===== config.mk =====
export PLATFORM = sky130hd
export DESIGN_NAME = inst_fifo_flat
export DESIGN_NICKNAME = d
export VERILOG_FILES = /design/src/rtl/inst_fifo_if.sv /design/src/rtl/inst_fifo.sv /design/src/flat_wrapper.sv
export SDC_FILE = /design/constraint.sdc
export NUM_CORES = 2
export LEC_CHECK = 0
export CAP_MARGIN = 0
export CELL_PAD_IN_SITES_DETAIL_PLACEMENT = 1
export CELL_PAD_IN_SITES_GLOBAL_PLACEMENT = 2
export CORE_ASPECT_RATIO = 1.1
export CORE_MARGIN = 2
export CORE_UTILIZATION = 33
export CTS_CLUSTER_DIAMETER = 50
export DETAILED_ROUTE_END_ITERATION = 8
export PLACE_DENSITY_LB_ADDON = 0.1
export SYNTH_ARGS = -nofsm -noshare
export SYNTH_HDL_FRONTEND = slang
export SYNTH_SLANG_ARGS = --single-unit

===== constraint.sdc =====
create_clock -name clk -period 11.2 [get_ports clk]
set_input_delay 2.24 -clock clk [delete_from_list [all_inputs] [get_ports clk]]
set_output_delay 2.24 -clock clk [all_outputs]
set_load 0.03 [all_outputs]

===== src/rtl/inst_fifo_if.sv =====
// Fetch-to-decode instruction queue bus: two push slots from fetch and two issue slots to decode.
// Handshake: the fetch side presents in_valid* only while full=0; any offer made with full=1 is dropped.
// The decode side sees out_valid* and pulses issue1 (optionally with issue2) to consume in order.
interface inst_fifo_if #(
  parameter int DEPTH = 16
);
  localparam int CW = $clog2(DEPTH) + 1;

  logic          flush;
  logic          in_valid1;
  logic          in_valid2;
  logic [31:0]   in_pc1;
  logic [31:0]   in_inst1;
  logic [31:0]   in_pc2;
  logic [31:0]   in_inst2;
  logic          full;
  logic          out_valid1;
  logic          out_valid2;
  logic [31:0]   out_pc1;
  logic [31:0]   out_inst1;
  logic [31:0]   out_pc2;
  logic [31:0]   out_inst2;
  logic          issue1;
  logic          issue2;
  logic [CW-1:0] count;

  modport slave (
    input  flush, in_valid1, in_valid2, in_pc1, in_inst1, in_pc2, in_inst2,
    input  issue1, issue2,
    output full, out_valid1, out_valid2, out_pc1, out_inst1, out_pc2, out_inst2,
    output count
  );

  modport master (
    output flush, in_valid1, in_valid2, in_pc1, in_inst1, in_pc2, in_inst2,
    output issue1, issue2,
    input  full, out_valid1, out_valid2, out_pc1, out_inst1, out_pc2, out_inst2,
    input  count
  );
endinterface


===== src/rtl/inst_fifo.sv =====
// Dual-push / dual-pop instruction queue between fetch and decode (circular buffer of {pc, inst}).
// Optional macro INST_FIFO_BYPASS_EN forwards fetch slots straight to the issue ports when empty.
module inst_fifo #(
  parameter int DEPTH = 16
) (
  input logic         clk,
  input logic         resetn,
  inst_fifo_if.slave  bus
);
  localparam int AW = $clog2(DEPTH);
  localparam int CW = AW + 1;

  logic [63:0]   mem [DEPTH];
  logic [AW-1:0] rd_ptr;
  logic [AW-1:0] wr_ptr;
  logic [AW-1:0] rd_ptr_p1;
  logic [AW-1:0] wr_ptr_p1;
  logic [CW-1:0] cnt;
  logic [CW-1:0] cnt_nxt;

  logic          full_i;
  logic          q_ge1;
  logic          q_ge2;
  logic [1:0]    n_push;
  logic [1:0]    n_req_pop;
  logic [1:0]    n_pop;
  logic [1:0]    n_byp;
  logic [1:0]    n_wr;
  logic [63:0]   ent0;
  logic [63:0]   ent1;
  logic [63:0]   wd0;
  logic [63:0]   wd1;
`ifdef INST_FIFO_BYPASS_EN
  logic          byp_act;
`endif

  // Push/pop accounting; entries are packed slot-1-first so a lone slot-2 push lands in ent0.
  always_comb begin
    full_i    = cnt > CW'(DEPTH - 2);
    q_ge1     = cnt != '0;
    q_ge2     = cnt >= CW'(2);
    ent0      = bus.in_valid1 ? {bus.in_pc1, bus.in_inst1} : {bus.in_pc2, bus.in_inst2};
    ent1      = {bus.in_pc2, bus.in_inst2};
    n_push    = full_i ? 2'd0 : ({1'b0, bus.in_valid1} + {1'b0, bus.in_valid2});
    n_req_pop = bus.issue1 ? (bus.issue2 ? 2'd2 : 2'd1) : 2'd0;
    if (n_req_pop == 2'd2 && q_ge2) begin
      n_pop = 2'd2;
    end else if (n_req_pop != 2'd0 && q_ge1) begin
      n_pop = 2'd1;
    end else begin
      n_pop = 2'd0;
    end
`ifdef INST_FIFO_BYPASS_EN
    // Entries consumed straight off the fetch slots are never written to the buffer.
    byp_act = !q_ge1 && !bus.flush;
    if (byp_act) begin
      n_byp = (n_req_pop < n_push) ? n_req_pop : n_push;
    end else begin
      n_byp = 2'd0;
    end
`else
    n_byp = 2'd0;
`endif
    n_wr      = n_push - n_byp;
    wd0       = (n_byp == 2'd1) ? ent1 : ent0;
    wd1       = ent1;
    cnt_nxt   = cnt + CW'(n_wr) - CW'(n_pop);
    rd_ptr_p1 = rd_ptr + AW'(1);
    wr_ptr_p1 = wr_ptr + AW'(1);
  end

  always_ff @(posedge clk or negedge resetn) begin
    if (!resetn) begin
      rd_ptr <= '0;
      wr_ptr <= '0;
      cnt    <= '0;
    end else if (bus.flush) begin
      rd_ptr <= '0;
      wr_ptr <= '0;
      cnt    <= '0;
    end else begin
      rd_ptr <= rd_ptr + AW'(n_pop);
      wr_ptr <= wr_ptr + AW'(n_wr);
      cnt    <= cnt_nxt;
    end
  end

  // Storage carries no reset; occupancy alone decides what is visible.
  always_ff @(posedge clk) begin
    if (resetn && !bus.flush) begin
      if (n_wr != 2'd0) mem[wr_ptr] <= wd0;
      if (n_wr == 2'd2) mem[wr_ptr_p1] <= wd1;
    end
  end

  always_comb begin
    bus.full       = full_i;
    bus.count      = cnt;
    bus.out_valid1 = q_ge1;
    bus.out_valid2 = q_ge2;
    {bus.out_pc1, bus.out_inst1} = mem[rd_ptr];
    {bus.out_pc2, bus.out_inst2} = mem[rd_ptr_p1];
`ifdef INST_FIFO_BYPASS_EN
    if (byp_act) begin
      bus.out_valid1 = bus.in_valid1 | bus.in_valid2;
      bus.out_valid2 = bus.in_valid1 & bus.in_valid2;
      {bus.out_pc1, bus.out_inst1} = ent0;
      {bus.out_pc2, bus.out_inst2} = ent1;
    end
`endif
  end

  a_cnt_bound : assert property (@(posedge clk) disable iff (!resetn) cnt <= CW'(DEPTH));

endmodule


===== src/flat_wrapper.sv =====
// flat-port wrapper written by rule: the top's interface ports become plain ports
module inst_fifo_flat 
#(
  parameter int DEPTH = 16
)
  (clk, resetn, bus_flush, bus_in_valid1, bus_in_valid2, bus_in_pc1, bus_in_inst1, bus_in_pc2, bus_in_inst2, bus_issue1, bus_issue2, bus_full, bus_out_valid1, bus_out_valid2, bus_out_pc1, bus_out_inst1, bus_out_pc2, bus_out_inst2, bus_count);
  inst_fifo_if #(.DEPTH(DEPTH)) bus_i ();
  input logic clk;
  input logic resetn;
  input wire logic [$bits(bus_i.flush)-1:0] bus_flush;
  input wire logic [$bits(bus_i.in_valid1)-1:0] bus_in_valid1;
  input wire logic [$bits(bus_i.in_valid2)-1:0] bus_in_valid2;
  input wire logic [$bits(bus_i.in_pc1)-1:0] bus_in_pc1;
  input wire logic [$bits(bus_i.in_inst1)-1:0] bus_in_inst1;
  input wire logic [$bits(bus_i.in_pc2)-1:0] bus_in_pc2;
  input wire logic [$bits(bus_i.in_inst2)-1:0] bus_in_inst2;
  input wire logic [$bits(bus_i.issue1)-1:0] bus_issue1;
  input wire logic [$bits(bus_i.issue2)-1:0] bus_issue2;
  output wire logic [$bits(bus_i.full)-1:0] bus_full;
  output wire logic [$bits(bus_i.out_valid1)-1:0] bus_out_valid1;
  output wire logic [$bits(bus_i.out_valid2)-1:0] bus_out_valid2;
  output wire logic [$bits(bus_i.out_pc1)-1:0] bus_out_pc1;
  output wire logic [$bits(bus_i.out_inst1)-1:0] bus_out_inst1;
  output wire logic [$bits(bus_i.out_pc2)-1:0] bus_out_pc2;
  output wire logic [$bits(bus_i.out_inst2)-1:0] bus_out_inst2;
  output wire logic [$bits(bus_i.count)-1:0] bus_count;
  assign bus_i.flush = bus_flush;
  assign bus_i.in_valid1 = bus_in_valid1;
  assign bus_i.in_valid2 = bus_in_valid2;
  assign bus_i.in_pc1 = bus_in_pc1;
  assign bus_i.in_inst1 = bus_in_inst1;
  assign bus_i.in_pc2 = bus_in_pc2;
  assign bus_i.in_inst2 = bus_in_inst2;
  assign bus_i.issue1 = bus_issue1;
  assign bus_i.issue2 = bus_issue2;
  assign bus_full = bus_i.full;
  assign bus_out_valid1 = bus_i.out_valid1;
  assign bus_out_valid2 = bus_i.out_valid2;
  assign bus_out_pc1 = bus_i.out_pc1;
  assign bus_out_inst1 = bus_i.out_inst1;
  assign bus_out_pc2 = bus_i.out_pc2;
  assign bus_out_inst2 = bus_i.out_inst2;
  assign bus_count = bus_i.count;
  inst_fifo #(.DEPTH(DEPTH)) u_core (.clk(clk), .resetn(resetn), .bus(bus_i));
endmodule

==> impl_metrics.py <==
metrics = {
    "sta": {
        "min_period_ns": 8.27,
        "setup_viol": 0,
        "rsz0062_at_grt": "false",
        "finalHoldViolations": 0,
        "hold_ws_ns": 0.682,
        "period_share_pct": 73.8,
        "tightest_slew_ns": 1.11,
        "finClkSkew_ns": 0.0243,
        "slew_headroom_pct": 25.9,
        "clock.fmax_ghz": 0.121,
        "setup_tns_ns": 0,
        "drv_slew": 0,
    },
    "pwr": {
        "p_seq_share_pct": 28.4,
        "clkPwrFrac_pct": 31.6,
        "powerDensity_mw_per_mm2": 221,
        "max-vdd-ir-drop_uv": 183,
        "p_sw_uw": 5490,
        "sw_frac_of_total_pct": 34.7,
        "p_int_uw": 10300,
        "combPwrFrac_pct": 40.0,
        "p_leak_uw": 0.0232,
    },
    "logic_synthesis": {
        "synth_flop_cell": "edfxtp_1",
        "async_flop_share_pct": 1.25,
        "ys_ff_latch": 1037,
        "syn_nets": 3822,
        "yosysUniqueCellTypes": 41,
        "synth_top_area_share_pct": 50.2,
        "yosysMostFrequentCell": "edfxtp_1",
        "syn-cell-area_mm2": 0.0613,
        "syn_area_per_cell_um2": 16.7,
        "synth_edf_count": 1024,
        "ys.warnings.count": 0,
        "synth_area_leader_cell": "edfxtp_1",
        "synthCells": 3667,
        "synth.area.top_cells": "edfxtp_1, mux4_2, mux2_2",
        "synth_seq_area_share_pct": 50.7,
        "netlist_top_cells_count": "edfxtp_1, mux2_2, mux4_2, clkbuf_1, mux2_4",
    },
    "critical_path": {
        "cpMaxStageDelayCell": "buf_4",
        "crit_required_ns": 8.96,
        "path_buf_inv": 4,
        "rrSetupSlack_ns": 6.53,
        "r2r_start": "u_core.bus.count[4]",
        "cp_common_cell": "buf_4",
        "path_cells": "buf_12 -> buf_4 -> buf_4 -> mux4_2 -> a22oi_1 -> nand3_1 -> clkdlybuf4s50_1",
        "critPathMaxStageDelay_ns": 0.89,
        "path_class": "reg -> out",
        "critPathLaunchType": "flip-flop",
        "path_max_fanout": 109,
        "r2r_cells": 10,
        "end_kind": "primary output",
        "rr_endpoint": "u_core.mem[6][41]",
        "critPathArrivalTime_ns": 6.03,
        "cp_top_family": "buffers and inverters",
    },
    "layout": {
        "nets": 3915,
        "synthToLayoutAreaGrowth_pct": 16.5,
        "drive_above_1_share_pct": 51.1,
        "multiInputGateArea_mm2": 0.0285,
        "nFillCells": 18000,
        "seq_area_mm2": 0.0311,
    },
    "cts": {
        "cts_buffers": 157,
        "htree_levels": 4,
        "postCtsSetupRepairBufs": 0,
        "cts_max_path_buffers": 3,
        "postCtsHoldBufs": 0,
        "cts_tree": "done",
        "cts_sinks": 1037,
        "path_clk_slew_ns": 0.06,
        "post_cts_resized": 0,
        "cts_root_buf": "clkbuf_16",
        "clock_latency_ns": 0.81,
    },
    "detailed_routing": {
        "drtPass1Iterations": 5,
        "antenna_left": 0,
        "vias": 38500,
        "drt_iter0_drc": 3987,
        "vias_per_cell": 6.10,
        "wl_um": 242000,
        "drc": 0,
        "route.detailed.wl_per_inst_um": 38.4,
    },
    "placement": {
        "dpl.hpwl_um": 127000,
        "portBuffers": 270,
        "gp_congestion": 0.759,
    },
    "status": {
        "outcome": "completed",
    },
    "worst_hold_path": {
        "hold_class": "reg -> reg",
        "whs_path_depth": 2,
        "hold_end": "u_core.wr_ptr[2]",
        "min_from": "u_core.wr_ptr[2]",
    },
    "grt": {
        "grt_pass1_wl_um": 337000,
        "grt_max_degree": 110,
        "grtUsageTotal_pct": 25.2,
        "antenna_found_initial": 22,
        "first_global_vias": 42000,
        "grt_overflow": 0,
    },
    "floorplan": {
        "die_h_um": 456,
        "core_area_mm2": 0.184,
        "die_w_um": 415,
        "start_util_pct": 33.3,
        "rows": 165,
        "die_area_mm2": 0.189,
        "io-pin-count": 271,
    },
    "flow_run": {
        "drv_cap": 0,
    },
}
through the flow:
step	instance area (um2)	util, %	instances	setup WS, ns	power [uW]
6_report	71400	38.8	6310	2.93	15800
5_1_grt	71400	38.8	6309	2.59	16400
4_1_cts	71400	38.8	6306	2.82	16000
3_5_place_dp	66200	35.9	6022	3.73	10900
3_3_place_gp	66200	35.9	6022	3.68	10900
2_1_floorplan	61300	-	3667	2.59	8760
cell usage in the layout (no fill, tap or decap), types with 3 or more instances in the layout:
cell type,instances
inv_1,14
o21ai_0,130
a21oi_1,5
nor3_2,6
a22oi_1,191
nand2_1,78
nand3_1,65
clkbuf_1,23
edfxtp_1,1024
nor2_1,11
o21bai_4,6
mux2_2,892
fa_1,4
or2_2,3
clkinv_4,10
mux2_4,196
clkinv_2,24
dfrtp_1,11
nor2b_1,10
nand2b_1,6
diode_2,4
inv_6,10
or3_4,4
nand4_1,6
buf_12,9
mux4_2,512
bufinv_16,17
clkinvlp_4,10
clkdlybuf4s50_1,269
clkbuf_8,3
nand2_4,3
xnor2_1,5
clkbuf_16,164
clkinv_1,21
a21oi_4,3
buf_4,87
ha_1,15
o21ai_4,10
registers in the layout (all words and copies together), names as in the netlist:
register and cells:
u_core.bus.count 5, u_core.rd_ptr 4, u_core.wr_ptr 4, u_core.mem 1024
worst max path at each step:
stage	start	endpoint	slack, ns	depth (start not counted)
floorplan	bus_in_valid2	u_core.mem[12][0]	2.59	5
global placement	u_core.rd_ptr[0]	bus_out_pc2[0]	3.68	7
detailed placement	u_core.rd_ptr[0]	bus_out_pc2[0]	3.73	7
CTS	u_core.rd_ptr[0]	bus_out_pc2[0]	2.82	7
global route	u_core.rd_ptr[0]	bus_out_inst2[12]	2.59	7
finish	u_core.rd_ptr[0]	bus_out_pc2[0]	2.93	7
kinds of logic (layout without fill, tap and decap cells):
group,Yosys count,count (layout),synth area share (%)
muxes,1600,1600,40.0
DFF,1037,1037,50.7
other,0,4,0
buffers and inverters,446,664,3.36
and+or+nand+nor,207,207,1.62
xor gates and xnor gates,6,6,0.0858
adders and majority gates,20,20,0.457
AOI/OAI and AO/OA,351,351,3.74
tightest hold or removal path, delay by kind of cell, from the launching register on:
kind | cells | cell delay, ns
xor+xnor | 1 | 0.10
flops | 1 | 0.46
simple gates | 1 | 0.08
power groups by stage:
stage / registers [uW] / logic (uW) / clock network [uW]
floorplan: 4520 / 4250 / 0
global placement: 4560 / 6330 / 0
detailed placement: 4570 / 6380 / 0
CTS: 4490 / 6410 / 5090
global route: 4500 / 6660 / 5220
finish: 4490 / 6310 / 4990
per-layer routing:
layer | global-route usage, % | up-vias | wire length (um)
met5 | 0 | - | 101
met4 | 8.21 | 16 | 7550
met3 | 3.65 | 374 | 12300
met2 | 43.2 | 1419 | 121000
met1 | 32.9 | 21300 | 101000
li1 | - | 15300 | -
area by class of cell:
type / instances / area share, %
inverter: 15 / 0.0789
timing repair buffer: 365 / 4.94
sequential: 1037 / 43.5
clock buffer: 190 / 5.93
antenna: 4 / 0.0140
tap: 2421 / 4.24
clock inverter: 94 / 1.38
multi-input combinational: 2184 / 39.9
(Power assumes the default switching activity.)
